$ cat config.mk
export PLATFORM = sky130hd
export DESIGN_NAME = sorter
export DESIGN_NICKNAME = d
export VERILOG_FILES = /design/src/rtl/sorter.sv
export SDC_FILE = /design/constraint.sdc
export NUM_CORES = 2
export LEC_CHECK = 0
export ABC_AREA = 0
export CAP_MARGIN = 20
export CELL_PAD_IN_SITES_DETAIL_PLACEMENT = 0
export CELL_PAD_IN_SITES_GLOBAL_PLACEMENT = 1
export CORE_MARGIN = 4
export CORE_UTILIZATION = 39
export CTS_CLUSTER_DIAMETER = 150
export DETAILED_ROUTE_END_ITERATION = 10
export PLACE_DENSITY = 0.76
export SLEW_MARGIN = 20
export SYNTH_ARGS = -nofsm -noshare
export SYNTH_HDL_FRONTEND = slang
export SYNTH_SLANG_ARGS = --single-unit
$ cat constraint.sdc
create_clock -name clk -period 4.89 [get_ports clk]
set_input_delay 0.489 -clock clk [delete_from_list [all_inputs] [get_ports clk]]
set_output_delay 0.489 -clock clk [all_outputs]
set_load 0.05 [all_outputs]
$ cat src/rtl/sorter.sv
// Streaming insertion sorter: one {data,addr} pair per cycle into N always-sorted slots.
// Define SORTER_DESCENDING_EN to sort largest-first instead of ascending.
module sorter #(
   parameter int N = 64
) (
   input  logic             clk,
   input  logic             rst,
   input  logic [7:0]       data,
   input  logic [7:0]       addr,
   output logic [8*N-1:0]   sorted_data,
   output logic [8*N-1:0]   sorted_addr
);

   localparam int CW = $clog2(N) + 1;

   logic [7:0]    r_data [N];
   logic [7:0]    r_addr [N];
   logic [N-1:0]  r_valid;
   logic [CW-1:0] r_count;

   logic [N-1:0]  w_take;
   logic [N-1:0]  w_take_prev;
   logic          w_full;

   // A slot at or beyond the insertion point either loads the new pair or shifts up.
   always_comb begin
      w_take = '0;
      for (int i = 0; i < N; i++) begin
`ifdef SORTER_DESCENDING_EN
         w_take[i] = !r_valid[i] || (r_data[i] < data);
`else
         w_take[i] = !r_valid[i] || (r_data[i] > data);
`endif
      end
   end

   assign w_take_prev = {w_take[N-2:0], 1'b0};
   assign w_full      = (r_count == CW'(N));

   // Slot array and element count.
   always_ff @(posedge clk) begin
      if (!rst) begin
         for (int i = 0; i < N; i++) begin
            r_data[i] <= 8'hFF;
            r_addr[i] <= 8'hFF;
         end
         r_valid <= '0;
         r_count <= '0;
      end else if (!w_full) begin
         for (int i = 0; i < N; i++) begin
            if (w_take[i] && !w_take_prev[i]) begin
               r_data[i]  <= data;
               r_addr[i]  <= addr;
               r_valid[i] <= 1'b1;
            end else if (w_take[i] && (i != 0)) begin
               r_data[i]  <= r_data[(i == 0) ? 0 : i-1];
               r_addr[i]  <= r_addr[(i == 0) ? 0 : i-1];
               r_valid[i] <= r_valid[(i == 0) ? 0 : i-1];
            end else begin
               r_data[i]  <= r_data[i];
               r_addr[i]  <= r_addr[i];
               r_valid[i] <= r_valid[i];
            end
         end
         r_count <= r_count + CW'(1);
      end else begin
         r_count <= r_count;
      end
   end

   for (genvar g = 0; g < N; g++) begin : g_pack
      assign sorted_data[8*g +: 8] = r_data[g];
      assign sorted_addr[8*g +: 8] = r_addr[g];
   end

endmodule

======== Word level (Yosys, flattened, before mapping) ========
Memories as Yosys holds them, arrays and structs flattened.
Cells that the tools add are included.
cells by class
  add/subtract/negate cells ............... 1
  $lt $le $gt $ge ......................... 64
  equal/unequal tests ..................... 1
  multiplexer cells ....................... 1399
  bitwise gates (word level) .............. 383
  reduce and logical (&&, ||, !) cells .... 381
operators with widths
  operator             number
  $mux 8               382
  $mux 1               1017
  $gt 8x8->1           64
  $or 1x1->1           382
  $reduce_and 2->1     64
  $logic_not 1->1      127
  $reduce_bool 2->1    63
  $logic_or 1x1->1     64
  $logic_and 1x1->1    63
  $add 7x1->7 const B  1
  $eq 7x7->1 const B   1
  $not 1->1            1
word-level totals
  register bits ........................... 71
  RAM bits ................................ 1024
  input bits .............................. 18
  logic and storage cells ................. 2296
  memories kept ........................... 2
memory list
  name    depth  bits a word  rd ports  clocked after memory_dff  wr ports  RTL line  source
  r_addr  64     8            64        0                         64        17        logic [7:0] r_addr [N];
  r_data  64     8            64        0                         64        16        logic [7:0] r_data [N];

======== Logic depth before layout (Yosys ltp) ========
An unclocked memory read counts as a cell.
  depth in word-level cells ............... 12
  depth in mapped cells ................... 11
  mapped depth without buffers ............ 8

======== Least setup slack after synthesis ========
Ideal clock, no wire load.
  path kind ............................... input to register
  start point ............................. input data[3]
  end point ............................... memory r_addr[32][0] (netlist: r_addr[1][0]) (enable)
  library setup time ...................... 411 ps
  arrival time ............................ 4270 ps
  required time ........................... 4479 ps
  setup slack ............................. 209 ps
  stages .................................. 9
  path buffers ............................ 2
  path through ............................ inv_1 ha_1 nand4_1 nand2b_1 a21oi_1 nor3b_1 buf_1 buf_1 o21ai_0
RTL lines
  item         RTL line  source
  from (decl)  8         input logic [7:0] data,
  to (decl)    17

==> metrics.csv <==
metric,value,unit
dpl ws,0.504,ns
share of post-route cells with drive strength above 1,0.0837,
Initial Util,0.393,
worst hold margin,0.276,ns
Switching Share,0.276,
TritonRoute pass-1 iters,8,
"top cells by area, synth","edfxtp_1 (50%), mux2i_1 (13%), ha_1 (10%), nor2_1 (5.7%), a21oi_1 (2.6%)",
"CP delay by family, top",simple AND/OR/NAND/NOR gates,
"FFs w/ async S/R, synth",0,
Tmin final,3.81,ns
initial antenna violation count,12,
Worst EP required,5.36,ns
die width,405,um
CTS root buf,clkbuf_16,
Yosys Warn Count,0,
final instance area,0.0795,sq mm
Leak,31.2,nW
Post-synth EDFFs,1024,
gpl congestion,0.930,
largest net degree at the start of global routing,206,
Post-CTS Resized,0,
Worst EP arrival,4.28,ns
CTS Buf Count,131,
Area Growth Syn to Fin,29.4,%
Crit-path slowest cell,or4b_1,
first-pass GRT wire length,380000,um
area share of the largest cell type after synthesis,0.501,
routed via count,50800,
clk sinks,1095,
Comb pwr share,0.122,
PortBufs,1041,
CP Buf/Inv Count,4,
CP most frequent cell,buf_4,
"CTS clk-pin slew, worst paths",0.06,ns
worst hold path class,in2reg,
IO Pins,1042,
Layout fillers,13900,
vias per inst,5.96,
Core Rows,145,
total wire length,277000,um
Final Skew,0.0455,ns
Post-Syn Instances,5312,
Critical Path End Type,flop,
ordered cell list for the critical path,inv_1 -> ha_1 -> or4b_1 -> nor2_4 -> buf_12 -> a21oi_1 -> o21ai_2 -> buf_4 -> nor2_1 -> buf_4 -> mux2i_1,
final setup vio count,0,
"count leader, synth",edfxtp_1,
post-synthesis sequential area ratio,0.524,
synthesized cell area,0.0614,sq mm
final hold viol count,0,
Iter 0 DRT Violations,5043,
R2R setup slack,1.08,ns
critical path peak fanout,49,
syn_nets,5844,
Clock Power Share,0.418,
die height,405,um
Crit Path Class,reg2reg,
Synth top cells by count,"edfxtp_1 (1,024), nor2_1 (930), mux2i_1 (804), ha_1 (514), a21oi_1 (320)",
GRT Residual Overflow,0,
Yosys reg bits,1095,
layout net count,6878,
Reg power frac,0.459,
Core Region,0.156,sq mm
RSZ-0062 raised after global routing,false,
fin worst setup slack,1.08,ns
hold buffer count at CTS,0,
Max Cap Viol,0,
status,"complete, no violations",
drc violations,0,
library cells used by synthesis,76,
Total Routing Usage GR,0.326,
Pwr Total,23.0,mW
crit-path max cell delay,0.86,ns
area of the die,0.164,sq mm
Slew HR,0.202,
CTS tree,yes,
maximum vdd drop,0.000329,V
critical path startpoint category,flop,
setup_tns,0,ns
Syn Area/Cell,11.6,sq um
pwr dens,290,mW/mm^2
H-tree levels,4,
"area leader, netlist",edfxtp_1,
Least-Margin Pin Slew,1.19,ns
DR WL/cell,32.5,um
crit share post-route,0.779,
clock latency on the worst-skew pair,0.79,ns
cell internal pwr,16.7,mW
Clock Tree Buf Depth,3,
number of routed nets with antenna violations,0,
vias in the first global route,49500,
top_reg_cell synth,edfxtp_1,
Placed Area,0.0753,sq mm
postcts setup bufs,0,
DP HPWL,205000,um
P_sw,6.36,mW
max-slew violations,0,
Fmax achieved,263,MHz
==> layout make-up <==
class                           instances  area (sq um)  area share
Sequential cell                      1095         32200       0.405
Multi-Input combinational cell       3725         27800       0.350
Timing Repair Buffer                 1243         12200       0.154
Clock buffer                          166          3470      0.0437
Tap cell                             2058          2570      0.0324
Clock inverter                         71           637     0.00802
Inverter                              150           588     0.00740
Antenna cell                            3          7.51   0.0000945
==> cells by family (layout without fill, tap and decap cells) <==
kind of cell | Yosys count | in the layout | share of synthesized area
and+or+nand+nor | 1391 | 1391 | 0.0964
DFF | 1095 | 1095 | 0.524
AOI/OAI and AO/OA | 980 | 980 | 0.105
muxes | 834 | 834 | 0.137
adders and majority gates | 514 | 514 | 0.105
buffers and inverters | 492 | 1630 | 0.0321
xor gates and xnor gates | 6 | 6 | 0.000856
other | 0 | 3 | 0
==> cells in the final DEF, fill, tap and decap left out, drive strengths merged, types with 107 or more instances in the layout <==
cell,instances
ha,514
nand2,190
nor2,931
buf,204
a21oi,324
clkbuf,166
inv,155
edfxtp,1024
clkdlybuf4s50,1039
mux2i,804
o21ai,269
nand4,107
==> state kept, by name, indices dropped and copies added (netlist names) <==
register and count:
r_count 7, r_data 512, r_valid 64, r_addr 512
==> per-stage QoR <==
| step | utilization | std cells |
|---|---|---|
| final | 0.508 | 8511 |
| after global routing | 0.508 | 8508 |
| after CTS | 0.508 | 8506 |
| after detailed placement | 0.481 | 8269 |
| after global placement | 0.481 | 8268 |
| after floorplan | - | 5312 |
==> metal layers <==
layer  global-route usage  vias up  share of wire
met3               0.0746      690          0.081
li1                     -    22000              -
met4                0.224        8          0.083
met1                0.381    25400           0.37
met2                0.534     2597           0.47
met5                    0        -        0.00019
==> worst paths after layout <==
kind,end,startpoint,depth (start not counted)
setup reg to reg,r_addr[1][50],r_count[0],11
setup / recovery,r_addr[1][50],r_count[0],11
hold reg to reg,r_valid[39],r_valid[38],2
hold / removal,r_valid[35],rst,2
==> power groups by stage <==
stage / registers (mW) / logic [mW] / clock network (mW)
after floorplan: 11.2 / 1.09 / 0
after global placement: 10.8 / 2.73 / 0
after detailed placement: 10.8 / 2.79 / 0
after CTS: 10.6 / 2.80 / 9.71
after global routing: 10.6 / 2.98 / 10.1
final: 10.6 / 2.82 / 9.64
No activity file was read; power rests on OpenSTA's default activity.
